## config.mk

```make
export PLATFORM = sky130hd
export DESIGN_NAME = dw_add_pipe
export DESIGN_NICKNAME = d
export VERILOG_FILES = /design/src/rtl/dw_add_pipe.sv
export SDC_FILE = /design/constraint.sdc
export NUM_CORES = 1
export LEC_CHECK = 0
export ABC_CLOCK_PERIOD_IN_PS = 4000
export CORE_ASPECT_RATIO = 1.4
export CORE_MARGIN = 2
export CORE_UTILIZATION = 32
export CTS_CLUSTER_DIAMETER = 40
export CTS_CLUSTER_SIZE = 28
export DETAILED_ROUTE_END_ITERATION = 10
export MAX_ROUTING_LAYER = met4
export PLACE_DENSITY_LB_ADDON = 0.3
export SKIP_CTS_REPAIR_TIMING = 1
export SKIP_LAST_GASP = 1
export SLEW_MARGIN = 40
export SYNTH_ARGS = -nofsm -noshare
export SYNTH_HDL_FRONTEND = slang
export SYNTH_SLANG_ARGS = --single-unit
```

## constraint.sdc

```tcl
create_clock -name CLK -period 4 [get_ports CLK]
set_input_delay 1.2 -clock CLK [delete_from_list [all_inputs] [get_ports CLK]]
set_output_delay 1.2 -clock CLK [all_outputs]
set_load 0.02 [all_outputs]
```

## src/rtl/dw_add_pipe.sv

```systemverilog
// rtl/dw_add_pipe.sv - pipelined add/sub/inc/pass unit, carry chain split into STAGES segments
// Optional saturation when DW_ADD_PIPE_SAT_EN is defined.
module dw_add_pipe #(
  parameter int WIDTH  = 8,
  parameter int STAGES = 2
) (
  input  logic             CLK,
  input  logic             RST,
  input  logic [WIDTH-1:0] A,
  input  logic [WIDTH-1:0] B,
  input  logic             CI,
  input  logic [1:0]       MODE,
  input  logic             IN_VALID,
  output logic             IN_READY,
  output logic [WIDTH-1:0] SUM,
  output logic             CO,
  output logic             OUT_VALID,
  input  logic             OUT_READY
`ifdef DW_ADD_PIPE_SAT_EN
  ,
  input  logic             SAT
`endif
);
  localparam int SEG = WIDTH / STAGES;

  logic             stall;
  logic [WIDTH-1:0] in_b;
  logic             in_c;

  assign stall    = OUT_VALID & ~OUT_READY;
  assign IN_READY = ~RST & ~stall;

  // Every mode is reduced to A + in_b + in_c; PASS adds zero so CO stays 0.
  always_comb begin
    in_b = '0;
    in_c = 1'b0;
    case (MODE)
      2'b00: begin in_b = B;  in_c = CI;   end
      2'b01: begin in_b = ~B; in_c = 1'b1; end
      2'b10: in_c = 1'b1;
      default: ;
    endcase
  end

`ifdef DW_ADD_PIPE_SAT_EN
  logic in_shi, in_slo;
  assign in_shi = SAT & ~MODE[0];
  assign in_slo = SAT & (MODE == 2'b01);
`endif

  for (genvar k = 0; k < STAGES; k++) begin : g_stg
    // Stage k consumes the low SEG bits of sb; the remaining upper B bits travel on.
    localparam int BW = WIDTH - k * SEG;
    logic [WIDTH-1:0] sx, nx, x_q;
    logic [BW-1:0]    sb;
    logic             sc, sv, c_q, v_q;
    logic [SEG:0]     seg;
`ifdef DW_ADD_PIPE_SAT_EN
    logic             shi, slo;
`endif

    if (k == 0) begin : g_src
      assign sx = A;
      assign sb = in_b;
      assign sc = in_c;
      assign sv = IN_VALID & IN_READY;
`ifdef DW_ADD_PIPE_SAT_EN
      assign shi = in_shi;
      assign slo = in_slo;
`endif
    end else begin : g_src
      assign sx = g_stg[k-1].x_q;
      assign sb = g_stg[k-1].g_fwd.b_q;
      assign sc = g_stg[k-1].c_q;
      assign sv = g_stg[k-1].v_q;
`ifdef DW_ADD_PIPE_SAT_EN
      assign shi = g_stg[k-1].g_fwd.shi_q;
      assign slo = g_stg[k-1].g_fwd.slo_q;
`endif
    end

    assign seg = {1'b0, sx[k*SEG +: SEG]} + {1'b0, sb[SEG-1:0]} + {{SEG{1'b0}}, sc};

    always_comb begin
      nx = sx;
      nx[k*SEG +: SEG] = seg[SEG-1:0];
`ifdef DW_ADD_PIPE_SAT_EN
      if (k == STAGES - 1) begin
        if (shi & seg[SEG])  nx = '1;
        if (slo & ~seg[SEG]) nx = '0;
      end
`endif
    end

    always_ff @(posedge CLK) begin
      if (RST) begin
        x_q <= '0;
        c_q <= 1'b0;
        v_q <= 1'b0;
      end else if (!stall) begin
        x_q <= nx;
        c_q <= seg[SEG];
        v_q <= sv;
      end
    end

    if (k < STAGES - 1) begin : g_fwd
      logic [BW-SEG-1:0] b_q;
`ifdef DW_ADD_PIPE_SAT_EN
      logic shi_q, slo_q;
`endif
      always_ff @(posedge CLK) begin
        if (RST) begin
          b_q <= '0;
`ifdef DW_ADD_PIPE_SAT_EN
          shi_q <= 1'b0;
          slo_q <= 1'b0;
`endif
        end else if (!stall) begin
          b_q <= sb[BW-1:SEG];
`ifdef DW_ADD_PIPE_SAT_EN
          shi_q <= shi;
          slo_q <= slo;
`endif
        end
      end
    end
  end

  assign SUM       = g_stg[STAGES-1].x_q;
  assign CO        = g_stg[STAGES-1].c_q;
  assign OUT_VALID = g_stg[STAGES-1].v_q;

endmodule

```

==> flow_metrics.env, run 1 <==
export IMPL_placed_cell_area_um2=1657
export IMPL_cts_sinks=24
export IMPL_nets=212
export IMPL_outcome="complete, no violations"
export IMPL_crit_chain="clkdlybuf4s50_1 -> nor2b_4 -> nor2_1 -> clkdlybuf4s50_1"
export IMPL_vias_per_cell=4.890
export IMPL_gr_total_overflow=0
export IMPL_worstPathArrival_ns=2.47
export IMPL_yosysTopAreaCell="dfxtp_1"
export IMPL_final_cells=218
export IMPL_synth_area_leaders="dfxtp_1, ha_1, nand2_1"
export IMPL_synth_flop_cell="dfxtp_1"
export IMPL_cts_root_buf="clkbuf_8"
export IMPL_path_buf_inv=2
export IMPL_cts_tree="done"
export IMPL_cp_required_ns=2.80
export IMPL_rsz0062_at_grt="false"
export IMPL_crit_family="buffers and inverters"
export IMPL_cts_htree_levels=1
export IMPL_ant_nets=0
export IMPL_start_util=0.3346
export IMPL_rows=27
export IMPL_finish_instance_area_um2=1728
export IMPL_syn_area_per_cell_um2=9.121
export IMPL_fin_crit_ns=3.671
export IMPL_cp_slowest_stage_delay_ns=0.61
export IMPL_multi_input_area_um2=739.5
export IMPL_fill_cells=377
export IMPL_synthesis_instances=145
export IMPL_dp_cells=214
export IMPL_synth_xor_area_share=0.01325
export IMPL_cts_clk_slew_worst_paths_ns=0.08
export IMPL_synth_compound_area_frac=0.1589
export IMPL_pre_cts_slack_ns=0.1460
export IMPL_drt_wirelength_per_cell_um=12.56
export IMPL_worstSetupPathType="primary input to primary output"
export IMPL_synth_common_cells="dfxtp_1, nand2_1, a21oi_1, nor2_1, inv_1"
export IMPL_crit_fanout=2
export IMPL_power_total_mw=0.6244
export IMPL_place_congestion=0.7296
export IMPL_die_area_um2=4670
export IMPL_routed_wl_um=2739
export IMPL_grt_use_total=0.1342
export IMPL_worst_path_most_repeated_cell="clkdlybuf4s50_1"
export IMPL_synth_top_family_by_area="simple AND/OR/NAND/NOR gates"
export IMPL_max_freq_mhz=272.4
export IMPL_finalHoldViolCount=0
export IMPL_maxCapViolCount=0
export IMPL_p_leak_nw=0.7162
export IMPL_end_kind="primary output"
export IMPL_finalWorstSetupSlack_ns=0.3293
export IMPL_fp_dieW_um=58.33
export IMPL_clock_skew_ns=0.0006550
export IMPL_syn_area_um2=1323
export IMPL_clock_latency_ns=0.27
export IMPL_port_buffers=33
export IMPL_max_slew_margin=0.7913
export IMPL_num_io_pins=34
export IMPL_ys_ff_latch=24
export IMPL_first_global_vias=1030
export IMPL_cts_made_buffers=3
export IMPL_drive_gt1_frac=0.08571
export IMPL_finalSetupViolCount=0
export IMPL_regArea_um2=480.5
export IMPL_grt_start_max_net_pins=31
export IMPL_worst_slew_pin_slew_ns=0.3129
export IMPL_antenna_cells=0
export IMPL_synthAdderAreaFrac=0.1457
export IMPL_slew_violations=0
export IMPL_timing_final_crit_share=0.9177
export IMPL_peakVddDrop_v=0.0002044
export IMPL_synthArstFlopShare=0
export IMPL_tns_ns=0
export IMPL_drc=0
export IMPL_hold_class="flip-flop to flip-flop"
export IMPL_yosysTopAreaCellShare=0.3633
export IMPL_core_area_um2=3953
export IMPL_yosysWarnings=0
export IMPL_yosys_area_share_simple=0.1788
export IMPL_drtIter0Drc=10
export IMPL_cts_max_path_buffers=2
export IMPL_syn_num_nets=181
export IMPL_die_height_um=80.07
export IMPL_syn2layout_area_growth_pct=30.65
export IMPL_synth_cell_types=26
export IMPL_start_kind="primary input"
export IMPL_cp_slowest_cell="clkdlybuf4s50_1"
export IMPL_vias=1066
export IMPL_ys_seq_area_frac=0.3633
export IMPL_dp_hpwl_um=2130
export IMPL_synth_mux_area_frac=0.06244
export IMPL_synth_edf_count=0
export IMPL_antenna_found_initial=0
export IMPL_powerDensity_nw_per_um2=361.3
export IMPL_grt_pass1_wl_um=4719
export IMPL_dr_pass1_iters=4
-- registers in the layout (all words and copies together) (netlist names) --
| register | count |
|---|---|
| g_stg.c_q | 1 |
| SUM | 8 |
| g_stg.v_q | 1 |
| g_stg.g_fwd.b_q | 4 |
| g_stg.x_q | 8 |
| OUT_VALID | 1 |
| CO | 1 |
-- layout by cell type, fill, tap and decap left out --
cell / Yosys / routed
bufinv_16: 0 / 1
mux2i_1: 6 / 6
nand2_1: 24 / 24
fa_1: 4 / 4
a2111o_1: 2 / 2
nand3b_1: 6 / 6
o211ai_2: 1 / 1
clkdlybuf4s50_1: 0 / 33
clkbuf_8: 0 / 3
nor2_2: 1 / 1
xnor2_1: 2 / 2
nor2b_4: 1 / 1
ha_1: 9 / 9
a211oi_2: 1 / 1
a221oi_2: 1 / 1
mux2_2: 2 / 2
o21ai_0: 2 / 2
a21oi_1: 14 / 14
o211ai_1: 1 / 1
nand2b_4: 1 / 1
or2_2: 1 / 1
inv_1: 10 / 10
a211oi_1: 8 / 8
nor2_1: 13 / 13
nor2b_1: 2 / 2
buf_4: 3 / 2
dfxtp_1: 24 / 24
-- worst reg2reg max path, cell delays in order (launching register included) --
cell	delay, ns
dfxtp_1	0.33
inv_1	0.06
fa_1	0.46
fa_1	0.43
nor2b_1	0.13
o21ai_0	0.10
a211oi_2	0.19
-- logic make-up (layout without fill, tap and decap cells) --
group	Yosys count	count (layout)
AO/OA/AOI/OAI	30	30
XOR/XNOR	2	2
adder cells (fa/ha/maj)	13	13
buffers and inverters	19	49
flip-flops	24	24
multiplexers	8	8
AND/OR/NAND/NOR	49	49
-- final timing paths --
check,end,slack [ns],startpoint,depth (start not counted)
worst max-delay path,IN_READY,0.33,OUT_READY,4
worst min-delay path,SUM[3],0.45,SUM[3],2
worst max register to register,CO,2.23,g_stg[0].x_q[4],6
worst min register to register,SUM[3],0.45,SUM[3],2
-- cell type report --
type                       instances  area share
multi-input combinational        102      0.4279
sequential                        24      0.2781
timing repair buffer              35      0.1999
tap                               43     0.03114
clock buffer                       3     0.02390
inverter                          10     0.02172
clock inverter                     1     0.01738
-- routing by layer --
layer | GRT usage | routed length, um | vias up
li1 | - | - | 548
met1 | 0.1486 | 1115 | 489
met2 | 0.2337 | 1444 | 24
met3 | 0.01771 | 120 | 5
met4 | 0.06279 | 59 | 0
met5 | - | 0 | -
-- power breakdown --
part           internal [mW]  total (mW)  switching [mW]
clock network          0.134       0.212          0.0783
logic                 0.0735       0.140          0.0661
registers              0.261       0.273          0.0117
-- per-stage QoR --
stage	utilization	hold WS, ns
5_1_grt	0.4372	0.4856
4_1_cts	0.4372	0.4552
3_5_place_dp	0.4191	0.4445
6_report	0.4372	0.4521
2_1_floorplan	-	0.4319
3_3_place_gp	0.4191	0.4390
Power figures use the tool's default switching activity.
==> run 2: changes to the inputs <==
--- a/config.mk
+++ b/config.mk
@@ -7,10 +7,10 @@
 export LEC_CHECK = 0
 export ABC_CLOCK_PERIOD_IN_PS = 4000
 export CORE_ASPECT_RATIO = 1.4
-export CORE_MARGIN = 2
+export CORE_MARGIN = 3
 export CORE_UTILIZATION = 32
 export CTS_CLUSTER_DIAMETER = 40
-export CTS_CLUSTER_SIZE = 28
+export CTS_CLUSTER_SIZE = 30
 export DETAILED_ROUTE_END_ITERATION = 10
 export MAX_ROUTING_LAYER = met4
 export PLACE_DENSITY_LB_ADDON = 0.3
==> run 2 against run 1 <==
- power fell by 8.3%
- worst setup slack improved by 0.00058 ns
- design area shrank 0.94%
- wire length decreased by 2.3%
- maximum frequency is essentially flat
- core utilization shrank 0.41 points
- count of clock-buffer cells in the layout up 1
- global-route usage fell by 0.55 points
- first-iteration DRC count increased by 40%
- largest power group unchanged
==> flow_metrics.env, run 2 (synthesis gave the netlist of run 1 again) <==
export IMPL_outcome="complete, no violations"
export IMPL_fp_dieW_um=60.33
export IMPL_core_area_um2=3953
export IMPL_fin_crit_ns=3.670
export IMPL_reg2reg_slack_ns=2.21
export IMPL_dr_pass1_iters=6
export IMPL_place_congestion=0.7334
export IMPL_cts_htree_levels=1
export IMPL_drive_gt1_frac=0.08571
export IMPL_r2r_end="CO"
export IMPL_maxCapViolCount=0
export IMPL_start_kind="primary input"
export IMPL_first_global_vias=1131
export IMPL_rsz0062_at_grt="false"
export IMPL_whs_path_depth=2
export IMPL_start_util=0.3346
export IMPL_cp_required_ns=2.80
export IMPL_final_cell_mix="clkdlybuf4s50_1, dfxtp_1, nand2_1, a21oi_1, nor2_1"
export IMPL_routed_wl_um=2676
export IMPL_timing_final_crit_share=0.9175
export IMPL_grt_use_met2=0.2468
export IMPL_clock_skew_ns=0.002762
export IMPL_cts_made_buffers=3
export IMPL_max_slew_margin=0.8191
export IMPL_r2r_start="g_stg[0].x_q[4]"
export IMPL_end_kind="primary output"
export IMPL_drt_wirelength_per_cell_um=12.28
export IMPL_hold_class="flip-flop to flip-flop"
export IMPL_gr_usage_met3=0.01101
export IMPL_cts_root_buf="clkbuf_8"
export IMPL_cts_max_path_buffers=2
export IMPL_vias=1067
export IMPL_finalHoldViolCount=0
export IMPL_vias_per_cell=4.894
export IMPL_grt_pass1_wl_um=4795
export IMPL_final_util=0.4330
export IMPL_drtIter0Drc=14
export IMPL_slew_violations=0
export IMPL_gr_total_overflow=0
export IMPL_grt_util_met1=0.1341
export IMPL_fill_cells=392
export IMPL_antenna_found_initial=0
export IMPL_cts_clk_slew_worst_paths_ns=0.08
export IMPL_drc=0
export IMPL_final_common_cell="clkdlybuf4s50_1"
export IMPL_rows=27
export IMPL_finalSetupViolCount=0
export IMPL_cts_tree="done"
export IMPL_grt_use_total=0.1286
export IMPL_max_freq_mhz=272.5
export IMPL_peakVddDrop_v=0.0001697
export IMPL_syn2layout_area_growth_pct=29.42
export IMPL_dp_cells=214
export IMPL_worst_slew_pin_slew_ns=0.2639
export IMPL_p_leak_nw=0.7093
export IMPL_worstPathArrival_ns=2.47
export IMPL_powerDensity_nw_per_um2=334.5
export IMPL_hold_end="SUM[3]"
export IMPL_final_cells=218
export IMPL_ant_nets=0
export IMPL_min_from="SUM[3]"
export IMPL_antenna_cells=0
export IMPL_grt_start_max_net_pins=31
export IMPL_die_area_um2=4951
export IMPL_grt_busiest_layer="met2"
export IMPL_crit_fanout=2
export IMPL_die_height_um=82.07
export IMPL_port_buffers=33
export IMPL_clock_latency_ns=0.26
export IMPL_r2r_cells=6
export IMPL_worstSetupPathType="primary input to primary output"
export IMPL_tns_ns=0
export IMPL_num_io_pins=34
export IMPL_nets=212
export IMPL_cts_sinks=24
export IMPL_dp_hpwl_um=2079
==> run 2: cell types whose count changed in the layout (fill, tap and decap cells not counted) <==
cell       before  now
clkbuf_8        3    4
bufinv_16       1    0
==> run 2: per-layer routing <==
layer,share of wire,routed length (um),vias to the layer above
met5,0,0,-
met4,0.017,46,0
met3,0.050,135,4
met2,0.54,1445,25
met1,0.39,1048,490
li1,-,-,548
==> run 2: worst max-delay path: stages <==
cell	delay, ns
clkdlybuf4s50_1	0.52
nor2b_4	0.05
nor2_1	0.09
clkdlybuf4s50_1	0.61
==> run 2: metrics by stage <==
stage / hold WS (ns) / setup slack, ns / power [mW] / cell area, um2
2_1_floorplan: 0.4319 / 0.8094 / 0.3608 / 1323
3_3_place_gp: 0.4389 / 0.2676 / 0.4142 / 1657
3_5_place_dp: 0.4443 / 0.1664 / 0.4181 / 1657
4_1_cts: 0.4542 / 0.3092 / 0.5773 / 1712
5_1_grt: 0.4750 / 0.2583 / 0.6050 / 1712
6_report: 0.4529 / 0.3299 / 0.5726 / 1712
==> run 2: how the worst max path moves through the flow <==
stage	cells after the start	endpoint	slack [ns]	startpoint
finish	4	IN_READY	0.33	OUT_READY
CTS	4	IN_READY	0.31	OUT_READY
detailed placement	10	g_stg[0].c_q	0.17	MODE[0]
global route	10	g_stg[0].c_q	0.26	MODE[0]
floorplan	10	g_stg[0].c_q	0.81	MODE[1]
global placement	10	g_stg[0].c_q	0.27	MODE[0]
==> run 2: area by class of cell <==
| class | count | area [um2] | area share |
|---|---|---|---|
| Clock buffer | 4 | 55.05 | 0.03216 |
| Multi-Input combinational cell | 102 | 739.5 | 0.4320 |
| Inverter | 10 | 37.54 | 0.02193 |
| Tap cell | 43 | 53.80 | 0.03143 |
| Sequential cell | 24 | 480.5 | 0.2807 |
| Timing Repair Buffer | 35 | 345.3 | 0.2018 |
==> run 2: power breakdown <==
group | switching [mW] | internal (mW) | total, mW | leakage [nW]
clock network | 0.0742 | 0.0877 | 0.162 | 0.0288
registers | 0.0114 | 0.261 | 0.272 | 0.198
logic | 0.0651 | 0.0733 | 0.138 | 0.482
